==> config.mk <==
export PLATFORM = sky130hd
export DESIGN_NAME = svc_uart_rx_mon
export DESIGN_NICKNAME = d
export VERILOG_FILES = /design/src/rtl/svc_uart_rx_mon.sv
export SDC_FILE = /design/constraint.sdc
export NUM_CORES = 1
export LEC_CHECK = 0
export CELL_PAD_IN_SITES_DETAIL_PLACEMENT = 0
export CELL_PAD_IN_SITES_GLOBAL_PLACEMENT = 1
export CORE_ASPECT_RATIO = 0.6
export CORE_MARGIN = 4
export CORE_UTILIZATION = 47
export CTS_BUF_LIST = sky130_fd_sc_hd__clkbuf_4 sky130_fd_sc_hd__clkbuf_8
export DETAILED_ROUTE_END_ITERATION = 10
export HOLD_SLACK_MARGIN = 0.05
export PLACE_DENSITY = 0.81
export REMOVE_ABC_BUFFERS = 1
export SYNTH_ARGS = -nofsm -noshare
export SYNTH_HDL_FRONTEND = slang
export SYNTH_SLANG_ARGS = --single-unit
export TNS_END_PERCENT = 10
==> constraint.sdc <==
create_clock -name clk -period 2.5 [get_ports clk]
set_input_delay 0.5 -clock clk [delete_from_list [all_inputs] [get_ports clk]]
set_output_delay 0.5 -clock clk [all_outputs]
set_load 0.03 [all_outputs]
==> src/rtl/svc_uart_rx_mon.sv <==
`default_nettype none
// +--------------------------------------------------------------------------+
// | Module      : svc_uart_rx_mon                                            |
// | Description : UART receive monitor. Decodes 8N1 frames from the SoC      |
// |               uart_tx line and buffers them in a small FIFO behind a     |
// |               valid/ready output. It also keeps sticky framing-error,    |
// |               overflow and end-of-test flags and a count of accepted     |
// |               bytes.                                                     |
// | Ports       : clk, rst_n (async, active-low)                             |
// |               urx                 - serial input, idles high             |
// |               m_valid/m_data/m_ready - byte stream out of the FIFO head  |
// |               framing_err, overflow, eot - sticky status flags           |
// |               rx_count            - bytes accepted into the FIFO         |
// | Revision    : 1.0 - initial release                                      |
// +--------------------------------------------------------------------------+
module svc_uart_rx_mon #(
    parameter int         CLOCK_FREQ_MHZ = 25,
    parameter int         BAUD_RATE      = 115_200,
    parameter int         FIFO_DEPTH     = 16,
    parameter logic [7:0] EOT_CHAR       = 8'h04
) (
    input  logic        clk,
    input  logic        rst_n,
    input  logic        urx,
    output logic        m_valid,
    output logic [7:0]  m_data,
    input  logic        m_ready,
    output logic        framing_err,
    output logic        overflow,
    output logic        eot,
    output logic [31:0] rx_count
);

    localparam int c_clks_per_bit = (CLOCK_FREQ_MHZ * 1_000_000) / BAUD_RATE;
    // Largest reload value is c_clks_per_bit-1, which always fits in clog2 bits.
    localparam int c_cnt_w = $clog2(c_clks_per_bit);
    localparam logic [c_cnt_w-1:0] c_full_reload = c_cnt_w'(c_clks_per_bit - 1);
    localparam logic [c_cnt_w-1:0] c_half_reload = c_cnt_w'(c_clks_per_bit / 2 - 1);
    localparam int c_aw = $clog2(FIFO_DEPTH);
    localparam logic [c_aw:0] c_depth_cnt = (c_aw + 1)'(FIFO_DEPTH);

    localparam logic [1:0] c_st_idle  = 2'd0;
    localparam logic [1:0] c_st_start = 2'd1;
    localparam logic [1:0] c_st_data  = 2'd2;
    localparam logic [1:0] c_st_stop  = 2'd3;

    if (c_clks_per_bit < 4) begin : g_cpb_check
        $error("svc_uart_rx_mon: CLKS_PER_BIT must be at least 4");
    end
    if (FIFO_DEPTH < 2 || (FIFO_DEPTH & (FIFO_DEPTH - 1)) != 0) begin : g_depth_check
        $error("svc_uart_rx_mon: FIFO_DEPTH must be a power of two >= 2");
    end

    // ---------------- synchronizer and start-edge detect ----------------
    logic       r_sync1, r_sync2;
    logic [1:0] r_sync_vld;
    logic       r_prev;
    logic       w_rx, w_fall;

    // r_sync_vld marks when r_sync2 holds a real line sample rather than its
    // reset value; r_prev is only set by a real high sample, so a line that
    // is low when reset releases cannot masquerade as a start edge.
    always_ff @(posedge clk or negedge rst_n) begin
        if (!rst_n) begin
            r_sync1    <= 1'b1;
            r_sync2    <= 1'b1;
            r_sync_vld <= 2'b00;
            r_prev     <= 1'b0;
        end else begin
            r_sync1    <= urx;
            r_sync2    <= r_sync1;
            r_sync_vld <= {r_sync_vld[0], 1'b1};
            r_prev     <= r_sync_vld[1] & r_sync2;
        end
    end

    assign w_rx   = r_sync2;
    assign w_fall = r_prev & ~w_rx & r_sync_vld[1];

    // ---------------- receive FSM ----------------
    logic [1:0]         r_state, w_state_nxt;
    logic [c_cnt_w-1:0] r_cnt;
    logic [2:0]         r_bit_idx;
    logic [7:0]         r_shift;
    logic               r_stop_bad;
    logic               w_tick, w_load_half, w_load_full, w_shift, w_stop_ok, w_stop_bad;

    assign w_tick = (r_cnt == '0);

    always_ff @(posedge clk or negedge rst_n) begin
        if (!rst_n) r_state <= c_st_idle;
        else        r_state <= w_state_nxt;
    end

    always_comb begin
        w_state_nxt = r_state;
        case (r_state)
            c_st_idle:  if (w_fall) w_state_nxt = c_st_start;
            c_st_start: if (w_tick) w_state_nxt = w_rx ? c_st_idle : c_st_data;
            c_st_data:  if (w_tick && r_bit_idx == 3'd7) w_state_nxt = c_st_stop;
            c_st_stop: begin
                // After a bad stop bit, hold here until the line returns high.
                if (r_stop_bad) begin
                    if (w_rx) w_state_nxt = c_st_idle;
                end else if (w_tick && w_rx) begin
                    w_state_nxt = c_st_idle;
                end
            end
            default:    w_state_nxt = c_st_idle;
        endcase
    end

    always_comb begin
        w_load_half = (r_state == c_st_idle) && w_fall;
        w_load_full = ((r_state == c_st_start) && w_tick && !w_rx) ||
                      ((r_state == c_st_data) && w_tick);
        w_shift     = (r_state == c_st_data) && w_tick;
        w_stop_ok   = (r_state == c_st_stop) && !r_stop_bad && w_tick && w_rx;
        w_stop_bad  = (r_state == c_st_stop) && !r_stop_bad && w_tick && !w_rx;
    end

    logic       r_push;
    logic [7:0] r_push_data;

    always_ff @(posedge clk or negedge rst_n) begin
        if (!rst_n) begin
            r_cnt       <= '0;
            r_bit_idx   <= 3'd0;
            r_shift     <= 8'h00;
            r_stop_bad  <= 1'b0;
            r_push      <= 1'b0;
            r_push_data <= 8'h00;
        end else begin
            if (w_load_half)      r_cnt <= c_half_reload;
            else if (w_load_full) r_cnt <= c_full_reload;
            else if (!w_tick)     r_cnt <= r_cnt - c_cnt_w'(1);

            if (w_load_half)  r_bit_idx <= 3'd0;
            else if (w_shift) r_bit_idx <= r_bit_idx + 3'd1;

            if (w_shift) r_shift <= {w_rx, r_shift[7:1]};

            if (w_stop_bad)                  r_stop_bad <= 1'b1;
            else if (r_state == c_st_idle)   r_stop_bad <= 1'b0;

            r_push      <= w_stop_ok;
            r_push_data <= r_shift;
        end
    end

    // ---------------- receive FIFO and status ----------------
    logic [7:0]      r_mem [FIFO_DEPTH];
    logic [c_aw-1:0] r_wr_ptr, r_rd_ptr;
    logic [c_aw:0]   r_count;
    logic            w_pop, w_full, w_accept;

    assign m_valid  = (r_count != '0);
    assign m_data   = r_mem[r_rd_ptr];
    assign w_pop    = m_valid & m_ready;
    assign w_full   = (r_count == c_depth_cnt);
    // A pop in the same cycle frees the slot, so a full FIFO can still accept.
    assign w_accept = r_push & (~w_full | w_pop);

    always_ff @(posedge clk or negedge rst_n) begin
        if (!rst_n) begin
            for (int i = 0; i < FIFO_DEPTH; i++) r_mem[i] <= 8'h00;
            r_wr_ptr    <= '0;
            r_rd_ptr    <= '0;
            r_count     <= '0;
            framing_err <= 1'b0;
            overflow    <= 1'b0;
            eot         <= 1'b0;
            rx_count    <= 32'd0;
        end else begin
            if (w_accept) begin
                r_mem[r_wr_ptr] <= r_push_data;
                r_wr_ptr        <= r_wr_ptr + c_aw'(1);
                rx_count        <= rx_count + 32'd1;
                if (r_push_data == EOT_CHAR) eot <= 1'b1;
            end
            if (w_pop) r_rd_ptr <= r_rd_ptr + c_aw'(1);

            if (w_accept && !w_pop)      r_count <= r_count + (c_aw + 1)'(1);
            else if (!w_accept && w_pop) r_count <= r_count - (c_aw + 1)'(1);

            if (r_push && !w_accept) overflow    <= 1'b1;
            if (w_stop_bad)          framing_err <= 1'b1;
        end
    end

endmodule
`default_nettype wire

======== Word level (Yosys, flattened, before mapping) ========
Index checks and enable logic that the tools add are counted.
Widths: inputs -> output; s select.
storage, ports and cells
  flip-flop bits (word level) ............. 212
  bits of input ports ..................... 4
  output and inout port bits .............. 44
  logic and storage cells ................. 116
operators by class
  $add $sub $neg .......................... 7
  $lt $le $gt $ge ......................... 3
  eq/ne operators ......................... 12
  mux-type cells .......................... 23
  bitwise logic cells ..................... 10
  reductions and logical operators ........ 27
operators by type and width
  cell                   number
  $bwmux 128             1
  $mux 8                 6
  $add 32x1->32 const B  1
  $bmux 8 s4             1
  $demux 8 s4            1
  $logic_and 1x1->1      14
  $mux 2                 7
  $ge 5x5->1 const B     2
  $mux 5                 2
  $not 4->5              2
  $add 4x1->4 const B    2
  $eq 8x3->1 const B     1
  $logic_not 8->1        1
  $pmux 2 s4             1
  $sub 8x1->8 const B    1
  $mux 3                 2
  $ne 2x2->1 const B     3
  $ne 3x3->1 const B     2
  $reduce_bool 2->1      3
  $add 5x1->5 const B    1
  $and 1x1->1            5
  $eq 5x5->1 const B     1
  $lt 5x1->1 const B     1
  $reduce_and 5->1       1
  other kinds (14)       20

======== Longest topological paths before layout ========
Gate-level depths: netlist (run 1).
  depth after elaboration ................. 8
  gate-level depth with buffers ........... 11
  mapped depth without buffers ............ 10

======== Worst setup path after synthesis (run 1) ========
OpenSTA, ideal clock, no wires.
  kind .................................... register -> register
  start ................................... register r_count[0]
  end ..................................... register r_count[4]
  library setup time ...................... 0.080 ns
  arrival ................................. 2.670 ns
  required time ........................... 2.420 ns
  path slack .............................. -0.250 ns
  cell stages (with the launch flop) ...... 11
  buffers on the path ..................... 1
  period minus slack after synthesis ...... 2.750 ns
  path through ............................ dfrtp_1 -> nor4_4 -> a21boi_0 -> buf_2 -> ha_1 -> inv_1 -> ha_1 -> a21o_1 -> a21oi_1 -> mux2i_1 -> xnor2_1
on the way
  cells in the longest elaborated chain, start to end .. 7
  elaborated cells on any way between the ends .. 15
  classes of those cells .................. 2 x add/sub; 1 x eq/ne; 2 x mux; 4 x bitwise; 6 x reduce/logical
RTL lines
  what                                                    line      RTL
  start: declaration                                      154       logic [c_aw:0] r_count;
  start signal: assignment                                183       if (w_accept && !w_pop) r_count <= r_count + (c_aw + 1)'(1);
  start signal: assignment                                184       else if (!w_accept && w_pop) r_count <= r_count - (c_aw + 1)'(1);
  $reduce_bool 5->1 / $eq 5x5->1 (equally long branches)  157, 160
  $and 1x1->1 / $not 1->1 (equally long branches)         159, 162
  $or 1x1->1 (*)                                          162       assign w_accept = r_push & (~w_full | w_pop);
  $and 1x1->1 (*)                                         162
  via w_accept                                            155       logic w_pop, w_full, w_accept;
  $logic_not 1->1                                         184
  $logic_and 1x1->1                                       184
  $reduce_bool 2->1 (no line)                             -
The timed path passes the listed nets; every way through them passes the cells marked *. The select of a mux whose other input is x is not followed.
A chain may end at the register's enable or synchronous reset.

======== Final worst setup path (run 1) ========
  start ................................... register r_rd_ptr[0]
  end ..................................... output port m_data[4]
on the way
  cells in the longest elaborated chain, start to end .. 4
RTL lines
  what                                       line  RTL
  start: declaration                         153   logic [c_aw-1:0] r_wr_ptr, r_rd_ptr;
  start signal: assignment                   181   if (w_pop) r_rd_ptr <= r_rd_ptr + c_aw'(1);
  $not 4->5 (not written as such)            158   assign m_data = r_mem[r_rd_ptr];
  $bmux 8 s4                                 158
  $mux 8 (not written as such) (2 in a row)  158
  end: declaration                           26    output logic [7:0] m_data,
No other way between the ends. The select of a mux whose other input is x is not followed.

==> results.md, run 1 <==
- Synth area leaders: dfrtp_1, mux2_2, mux2_1
- Setup Viol. Count Final: 8
- Wire per inst: 20.2 µm
- Status: complete, but fails checks
- Htree depth: 1
- Pwr per Cell Area: 777 nW/µm²
- Cell family with most CP delay: buffers and inverters
- Layout area overhead: 21.7%
- Hold Vio Cnt, Final: 0
- Worst slew pin tran: 0.648 ns
- Startpoint types: flop
- Layout net count: 799
- Total grt overflow: 0
- CP arrival: 2.26 ns
- Gp weighted congestion: 0.805
- Pin count of the biggest net entering global routing: 67
- Die width: 193 µm
- Avg Inst Size Synth: 14.1 µm²
- CP dominant cell by count: buf_12
- Max cap viols: 0
- Number of port buffers: 47
- Register clock-pin slew on the reported worst setup and hold paths: 0.06 ns
- Clock net sink count: 212
- Post-route setup slack: -0.262 ns
- Post-synth top cells: dfrtp_1, mux2_2, mux2_1
- Clock Skew: 0.0103 ns
- Hold WS: 0.333 ns
- Sequential cell area fraction in the yosys report: 55.2%
- Cell Rows: 40
- CP Cell Sequence: buf_12 -> buf_12 -> buf_4 -> mux4_2 -> a22oi_2 -> nand2_1 -> buf_6
- Initial DRT Pass Iterations: 4
- Crit-path slowest cell: mux4_2
- Initial DRC count: 424
- Global-route wire length before repair: 36.2 mm
- Static Leakage: 5.56 nW
- Clock root buffer: clkbuf_8
- Mapped Cells: 682
- Total power: 0.00909 W
- RSZ-0062 raised after global routing: yes
- Via count: 6,013
- Placeable Area: 20,100 µm²
- Post-synth top area cell: dfrtp_1
- Max_slew headroom: 56.8%
- Syn. warnings: 0
- Clock Latency Late Sink: 0.58 ns
- Vias in the first global route: 6,678
- Most used DFF post-synth: dfrtp_1
- Post-synth cell types: 59
- Residual DRC: 0
- Die H: 119 µm
- Vias/cell: 5.58
- Worst hold path class: in -> reg
- Placed Area: 10,700 µm²
- Number of CTS-inserted buffers: 31
- Peak VDD IR: 0.557 mV
- Die area: 22,900 µm²
- Initial antenna violation count: 0
- EDFF count, synth: 0
- Asr flop ratio synth: 100%
- Period Utilization, post-route: 110%
- Critical Path RT: 2.00 ns
- Detailed Route WL: 21.8 mm
- IO Pins: 48
- Number of synthesized register bits: 212
- Post-DP HPWL: 14.3 mm
- Final worst path period need: 2.76 ns
- GRT Util Overall: 19.8%
- CP Buf/Inv Count: 4
- Max Fclk: 0.362 GHz
- TNS Setup: -1.93 ns
- Failing checks: setup timing
- Slowest Stage Delay on Critical Path: 0.49 ns
- ANT nets after route: 0
- Count leader, synth: dfrtp_1
- Crit path kind: reg -> out
- Final Cell Area: 11,700 µm²
- Share of post-route cells with drive strength above 1: 33.3%
- Max-slew violation count: 0
- Worst setup slack after placement: -0.301 ns
- N_diodes: 0
- Post-synth top area share: 54.6%
- Crit end category: primary output
- Post-Syn Area: 9620 µm²
- CP max FO: 5
- Longest Clk Path Bufs: 3
- TritonCTS clock tree: done
- Initial Util: 47.9%
## path summary, 6_finish.rpt
path,endpoint,slack (ns),from,depth (start not counted)
worst max-delay path,m_data[4],-0.26,r_rd_ptr[0]$_DFFE_PN0P_,7
worst min-delay path,r_sync1$_DFF_PN1_,0.33,urx,1
worst max register to register,r_count[4]$_DFFE_PN0P_,0.05,r_count[3]$_DFFE_PN0P_,9
worst min register to register,r_sync2$_DFF_PN1_,0.36,r_sync1$_DFF_PN1_,0
max in group asynchronous,r_sync2$_DFF_PN1_,1.24,rst_n,3
min in group asynchronous,r_mem[28]$_DFFE_PN0P_,0.48,rst_n,2
## stage by stage
step | utilization (%) | cells
after floorplan | - | 648
final | 58.3 | 1078
after detailed placement | 53.1 | 1008
after global placement | 53.1 | 1008
after global routing | 58.3 | 1078
after CTS | 58.2 | 1077
## cell usage in the layout (no fill, tap or decap), types with 3 or more instances in the layout
cell type and count:
bufinv_16 4, a21o_1 4, a22oi_2 13, and2_1 6, dfrtp_1 208, nor2_2 4
nand4_4 4, buf_4 34, a21oi_1 4, nand3_2 3, mux4_2 32, nand2_2 3
clkbuf_4 4, clkinv_2 9, and3_1 9, ha_1 14, mux2_2 75, nand2_1 25
nor2_1 12, clkdlybuf4s50_1 37, mux2_1 64, nor3_1 5, buf_12 12, inv_1 15
nand3_1 23, a22oi_1 3, buf_6 12, xnor2_1 34, o21ai_0 12, nor2b_1 5
clkbuf_8 40, nand4_1 18, xor2_1 9
## final cells by class
cell class                      instances  area, µm²
Clock inverter                         15        180
Fill cell                            1579       8370
Clock buffer                           43        567
Inverter                               15       56.3
Multi-Input combinational cell        421       4190
Tap cell                              273        342
Sequential cell                       212       5310
Timing Repair Buffer                   99       1060
## layer usage
metal | global-route usage, % | share of wire (%) | vias up
met5 | 0 | 0 | -
met3 | 4.98 | 5.4 | 35
met2 | 29.8 | 46 | 148
li1 | - | - | 2696
met4 | 3.70 | 1.4 | 0
met1 | 29.5 | 48 | 3134
## cells by family (layout without fill, tap and decap cells)
logic type / count (synthesis) / count (layout) / synth area share (%)
buf+inv: 49 / 172 / 2.09
flops: 212 / 212 / 55.2
compound gates: 56 / 56 / 4.19
simple gates: 134 / 134 / 8.69
fa+ha+maj: 15 / 15 / 2.03
xor+xnor: 43 / 43 / 3.92
mux: 172 / 172 / 23.9
other cells: 1 / 1 / 0.0390
## flip-flops by register name, indices dropped and copies added, names as in the netlist, 2 cells and up, named ones only
signal and cells:
r_bit_idx 3, r_cnt 8, r_count 5, r_mem 128, r_push_data 8, r_rd_ptr 4, r_shift 8, r_sync_vld 2
r_wr_ptr 4, rx_count 32
## timing repair
item,CTS,global route
endpoints found under the hold margin,57,0
pin swaps,8,6
resized for setup,37,10
setup buffers,8,2
hold buffers,1,0
setup endpoints to repair,10,10
gates cloned,2,1
## worst reg2reg max path: stages (launching register included)
cell,delay [ns]
dfrtp_1,0.43
nor4_4,0.40
a21boi_1,0.15
ha_1,0.22
inv_1,0.14
ha_1,0.28
a21o_1,0.19
a21oi_1,0.17
mux2i_1,0.24
xnor2_1,0.15
## where the power goes
group | switching, W | internal (W) | total (W)
combinational | 0.000978 | 0.000969 | 0.00195
clock | 0.00138 | 0.00189 | 0.00327
sequential | 0.000269 | 0.00361 | 0.00388
No activity file was read; power rests on OpenSTA's default activity.
==> run 2, diff against run 1 <==
--- a/config.mk
+++ b/config.mk
@@ -8,7 +8,7 @@
 export CELL_PAD_IN_SITES_DETAIL_PLACEMENT = 0
 export CELL_PAD_IN_SITES_GLOBAL_PLACEMENT = 1
 export CORE_ASPECT_RATIO = 0.6
-export CORE_MARGIN = 4
+export CORE_MARGIN = 2
 export CORE_UTILIZATION = 47
 export CTS_BUF_LIST = sky130_fd_sc_hd__clkbuf_4 sky130_fd_sc_hd__clkbuf_8
 export DETAILED_ROUTE_END_ITERATION = 10
==> run 2 against run 1 <==
  * The flow still finishes with violations (setup timing)
  * Sequential share of layout area grew 0.096 points
  * Utilization is essentially flat
  * Non-clock buffer count shrank 1
  * Critical path depth is the same
  * Worst hold slack gained 0.018 ns
  * Sequential power is essentially flat
  * Critical endpoint is now m_data[1]
  * Highest routed layer unchanged
==> results.md, run 2 (same netlist as run 1, synthesis figures left out) <==
- Path depth of the worst reg2reg path: 10
- Global-route wire length before repair: 35.8 mm
- Residual DRC: 0
- CP Buf/Inv Count: 4
- Worst slew pin tran: 0.628 ns
- Cell Rows: 40
- DP Cell Count: 1,007
- Pin count of the biggest net entering global routing: 70
- Area of the multi-input gates: 4170 µm²
- TNS Setup: -2.37 ns
- GRT Util Overall: 21.0%
- CP dominant cell by count: buf_12
- Longest Clk Path Bufs: 3
- RSZ-0062 raised after global routing: yes
- Number of port buffers: 47
- Final worst path period need: 2.85 ns
- Reg2reg setup slack: -0.02 ns
- Htree depth: 1
- Period Utilization, post-route: 114%
- Worst hold path class: in -> reg
- RR Endpoint: r_count[4]$_DFFE_PN0P_
- Slowest Stage Delay on Critical Path: 0.51 ns
- Initial DRC count: 367
- Vias/cell: 5.71
- Setup Viol. Count Final: 9
- Failing checks: setup timing
- Pwr per Cell Area: 766 nW/µm²
- Die H: 115 µm
- Filler instances: 1,567
- Most common cell after layout, fill and taps aside: dfrtp_1
- Die width: 189 µm
- Gp weighted congestion: 0.793
- Clock root buffer: clkbuf_8
- CP Cell Sequence: buf_12 -> buf_12 -> buf_16 -> mux4_2 -> a22oi_2 -> nand2_1 -> buf_6
- Wire per inst: 20.0 µm
- ANT nets after route: 0
- Most frequent cells in the layout: dfrtp_1, mux2_2, mux2_1, clkbuf_8, clkdlybuf4s50_1
- Crit end category: primary output
- Crit path kind: reg -> out
- Via count: 6,152
- Register clock-pin slew on the reported worst setup and hold paths: 0.07 ns
- Detailed Route WL: 21.6 mm
- Peak VDD IR: 0.418 mV
- Status: complete, but fails checks
- Clock Skew: 0.0154 ns
- Initial DRT Pass Iterations: 4
- Clock Latency Late Sink: 0.57 ns
- Max-slew violation count: 0
- Max_slew headroom: 58.2%
- Startpoint types: flop
- Beginning of the worst hold path: urx
- CP startpoint: r_rd_ptr[0]$_DFFE_PN0P_
- Die area: 21,700 µm²
- N_diodes: 0
- Layout net count: 798
- Total grt overflow: 0
- Share of post-route cells with drive strength above 1: 32.5%
- Initial Util: 48.1%
- Initial antenna violation count: 0
- Sequential standard cell area: 5310 µm²
- Non-filler cells, final: 1,077
- Placeable Area: 20,000 µm²
- Reg2reg start: r_count[0]$_DFFE_PN0P_
- Static Leakage: 5.56 nW
- Crit-path slowest cell: mux4_2
- Biggest register: r_mem
- Worst-case hold path end point: r_sync1$_DFF_PN1_
- Layout area overhead: 21.4%
- Vias in the first global route: 6,734
- Clock net sink count: 212
- Hold Vio Cnt, Final: 0
- Post-DP HPWL: 14.4 mm
- Hold depth: 1
- Critical Path RT: 2.00 ns
- CP arrival: 2.35 ns
- Top flop regs: r_mem: 128 flops, rx_count: 32 flops
- IO Pins: 48
- Max Fclk: 0.351 GHz
- TritonCTS clock tree: done
- Max cap viols: 0
- Number of CTS-inserted buffers: 31
- Cell family with most CP delay: buffers and inverters
- Worst setup slack after placement: -0.269 ns
- Post-route setup slack: -0.350 ns
- Flip-flop count of the largest register after layout: 128
- CP max FO: 8
[run 2: per-layer routing]
layer / vias up / routed length [µm] / track usage [%]
li1: 2695 / - / -
met1: 3269 / 10700 / 30.7
met2: 149 / 9560 / 32.7
met3: 39 / 979 / 4.06
met4: 0 / 345 / 5.00
met5: - / 0 / 0
[run 2: per-stage QoR]
stage | total power (W) | hold WS [ns] | util [%] | area [µm²]
after global routing | 0.00937 | 0.327 | 58.3 | 11700
final | 0.00895 | 0.351 | 58.3 | 11700
after floorplan | 0.00484 | 0.204 | - | 9470
after global placement | 0.00545 | 0.335 | 53.4 | 10700
after CTS | 0.00895 | 0.323 | 58.1 | 11600
after detailed placement | 0.00554 | 0.335 | 53.4 | 10700
[run 2: worst reg2reg max path: cells and delay by family (launching register included)]
family | cells | cell delay (ns)
compound gates | 3 | 0.52
xor+xnor | 1 | 0.14
fa+ha+maj | 2 | 0.57
buf+inv | 2 | 0.16
flops | 1 | 0.42
mux | 1 | 0.24
simple gates | 1 | 0.39
[run 2: cell type report]
class	instances	area share [%]
flip-flops and latches	212	45.5
multi-input cells	421	35.7
repair buffers	98	9.28
clock buffers	56	6.01
well taps	273	2.93
inverters	15	0.482
clock inverters	2	0.107
[run 2: power breakdown]
part           total [W]  switching, W  internal, W
combinational    0.00201      0.000992      0.00102
clock            0.00308       0.00133      0.00174
sequential       0.00386      0.000254      0.00361
[run 2: worst max path at each step]
stage                                        end  depth (start not counted)
final                                  m_data[1]                          7
after global routing                   m_data[1]                          7
after CTS                              m_data[1]                          7
after detailed placement  r_count[4]$_DFFE_PN0P_                         10
after global placement    r_count[4]$_DFFE_PN0P_                         10
after floorplan           r_count[4]$_DFFE_PN0P_                          8
[run 2: what timing repair did]
action | 4_1_cts | 5_1_grt
pin swaps | 14 | 4
setup buffers | 4 | 6
cloned | 1 | 0
hold endpoints to repair | 39 | 0
endpoints found under the setup margin | 10 | 10
hold buffers | 1 | 0
gates resized for setup | 43 | 2
==> patch (settings of run 2) <==
`r_push_data` no longer has a reset.
--- a/src/rtl/svc_uart_rx_mon.sv
+++ b/src/rtl/svc_uart_rx_mon.sv
@@ -129,7 +129,6 @@
             r_shift     <= 8'h00;
             r_stop_bad  <= 1'b0;
             r_push      <= 1'b0;
-            r_push_data <= 8'h00;
         end else begin
             if (w_load_half)      r_cnt <= c_half_reload;
             else if (w_load_full) r_cnt <= c_full_reload;
@@ -144,8 +143,11 @@
             else if (r_state == c_st_idle)   r_stop_bad <= 1'b0;
 
             r_push      <= w_stop_ok;
-            r_push_data <= r_shift;
         end
+    end
+
+    always_ff @(posedge clk) begin
+        r_push_data <= r_shift;
     end
 
     // ---------------- receive FIFO and status ----------------
Behaviour: same outputs for any inputs over 10 cycles, from zero or initial values and one cycle with rst_n low; that may be too few to reach the edited logic, so the function may still have changed.
==> patch against run 2 <==
  * The flow still finishes with violations (setup timing)
  * Synthesized area shrank 0.42%
  * Cell count shrank 0.37%
  * Global-route usage grew 0.54 points
  * Worst setup slack gained 160 ps
  * Routed wire length grew 2.6%
  * Design area shrank 1.0%
  * First-iteration DRC count grew 1.6%
  * Power shrank 1.6%
  * Sequential cell count is the same
  * Largest cell class unchanged
  * Largest power group unchanged
==> patch: results <==
export IMPL_outcome="complete, but fails checks"
export IMPL_violations="setup timing"
export IMPL_grt_pass1_wl_um=35800
export IMPL_vias=6005
export IMPL_synth_commonest_cells="dfrtp_1, mux2_2, mux2_1"
export IMPL_cts_resized=29
export IMPL_ff_latch_area_um2=5270
export IMPL_grt_max_degree=67
export IMPL_drt_total_wl_um=22100
export IMPL_synthAdderAreaFrac=0.0204
export IMPL_drt_iter0_drc=373
export IMPL_drive_above_1_share=0.326
export IMPL_cts_max_level=2
export IMPL_insertion_delay_ps=510
export IMPL_yosysSeqAreaShare=0.550
export IMPL_dp_worst_setup_slack_ps=-307
export IMPL_clock_cell_area_share=0.0603
export IMPL_crit_family="multiplexers"
export IMPL_worstPathMaxFanout=6
export IMPL_layout_nonclk_buf_frac=0.0868
export IMPL_cts_made_buffers=34
export IMPL_placed_cells=1006
export IMPL_clock_skew_ps=19.5
export IMPL_setup_viol=8
export IMPL_swShare=0.292
export IMPL_vdd_drop_max_uv=497
export IMPL_multi_input_area_share=0.363
export IMPL_finalSetupTns_ps=-1250
export IMPL_nNonClkBuffers=94
export IMPL_synthMuxAreaShare=0.240
export IMPL_p_leak_nw=5.47
export IMPL_async_flop_share=0.962
export IMPL_synth_compound_area_share=0.0421
export IMPL_relSlewSlack=0.541
export IMPL_gp_congestion=0.801
export IMPL_fillers=1551
export IMPL_grt_use_total=0.215
export IMPL_synthTopCellsByArea="dfrtp_1, mux2_2, mux2_1"
export IMPL_placed_cell_area_um2=10600
export IMPL_cp_arrival_ps=2190
export IMPL_grt_pass1_vias=6373
export IMPL_finish_utilization=0.577
export IMPL_place_hpwl_um=14700
export IMPL_final_cell_count_no_fill=1073
export IMPL_hp_start="r_sync_vld[0]$_DFF_PN0_"
export IMPL_synthXorXnorAreaFrac=0.0393
export IMPL_setup_ws_ps=-191
export IMPL_finalNetCount=797
==> patch: power groups by stage <==
stage / sequential, mW / clock (mW) / combinational (mW)
final: 3.88 / 3.07 / 1.86
after global routing: 3.91 / 3.32 / 2.03
after CTS: 3.87 / 3.14 / 1.86
after detailed placement: 3.95 / 0 / 1.59
after global placement: 3.92 / 0 / 1.52
after floorplan: 4.03 / 0 / 0.808
==> patch: per-layer routing <==
metal	share of wire	up-vias	GRT usage
li1	-	2704	-
met1	0.47	3119	0.318
met2	0.45	151	0.334
met3	0.059	31	0.0374
met4	0.015	0	0.0505
met5	0	-	0
==> patch: path summary, 6_finish.rpt <==
kind	end	slack [ps]	cells past startpoint
max reg2reg	r_count[4]$_DFFE_PN0P_	10	10
min reg2reg	r_sync_vld[1]$_DFF_PN0_	360	0
min	r_sync_vld[1]$_DFF_PN0_	360	0
max	m_data[7]	-190	6
min in group asynchronous	r_count[0]$_DFFE_PN0P_	560	2
max in group asynchronous	r_mem[23]$_DFFE_PN0P_	1140	3
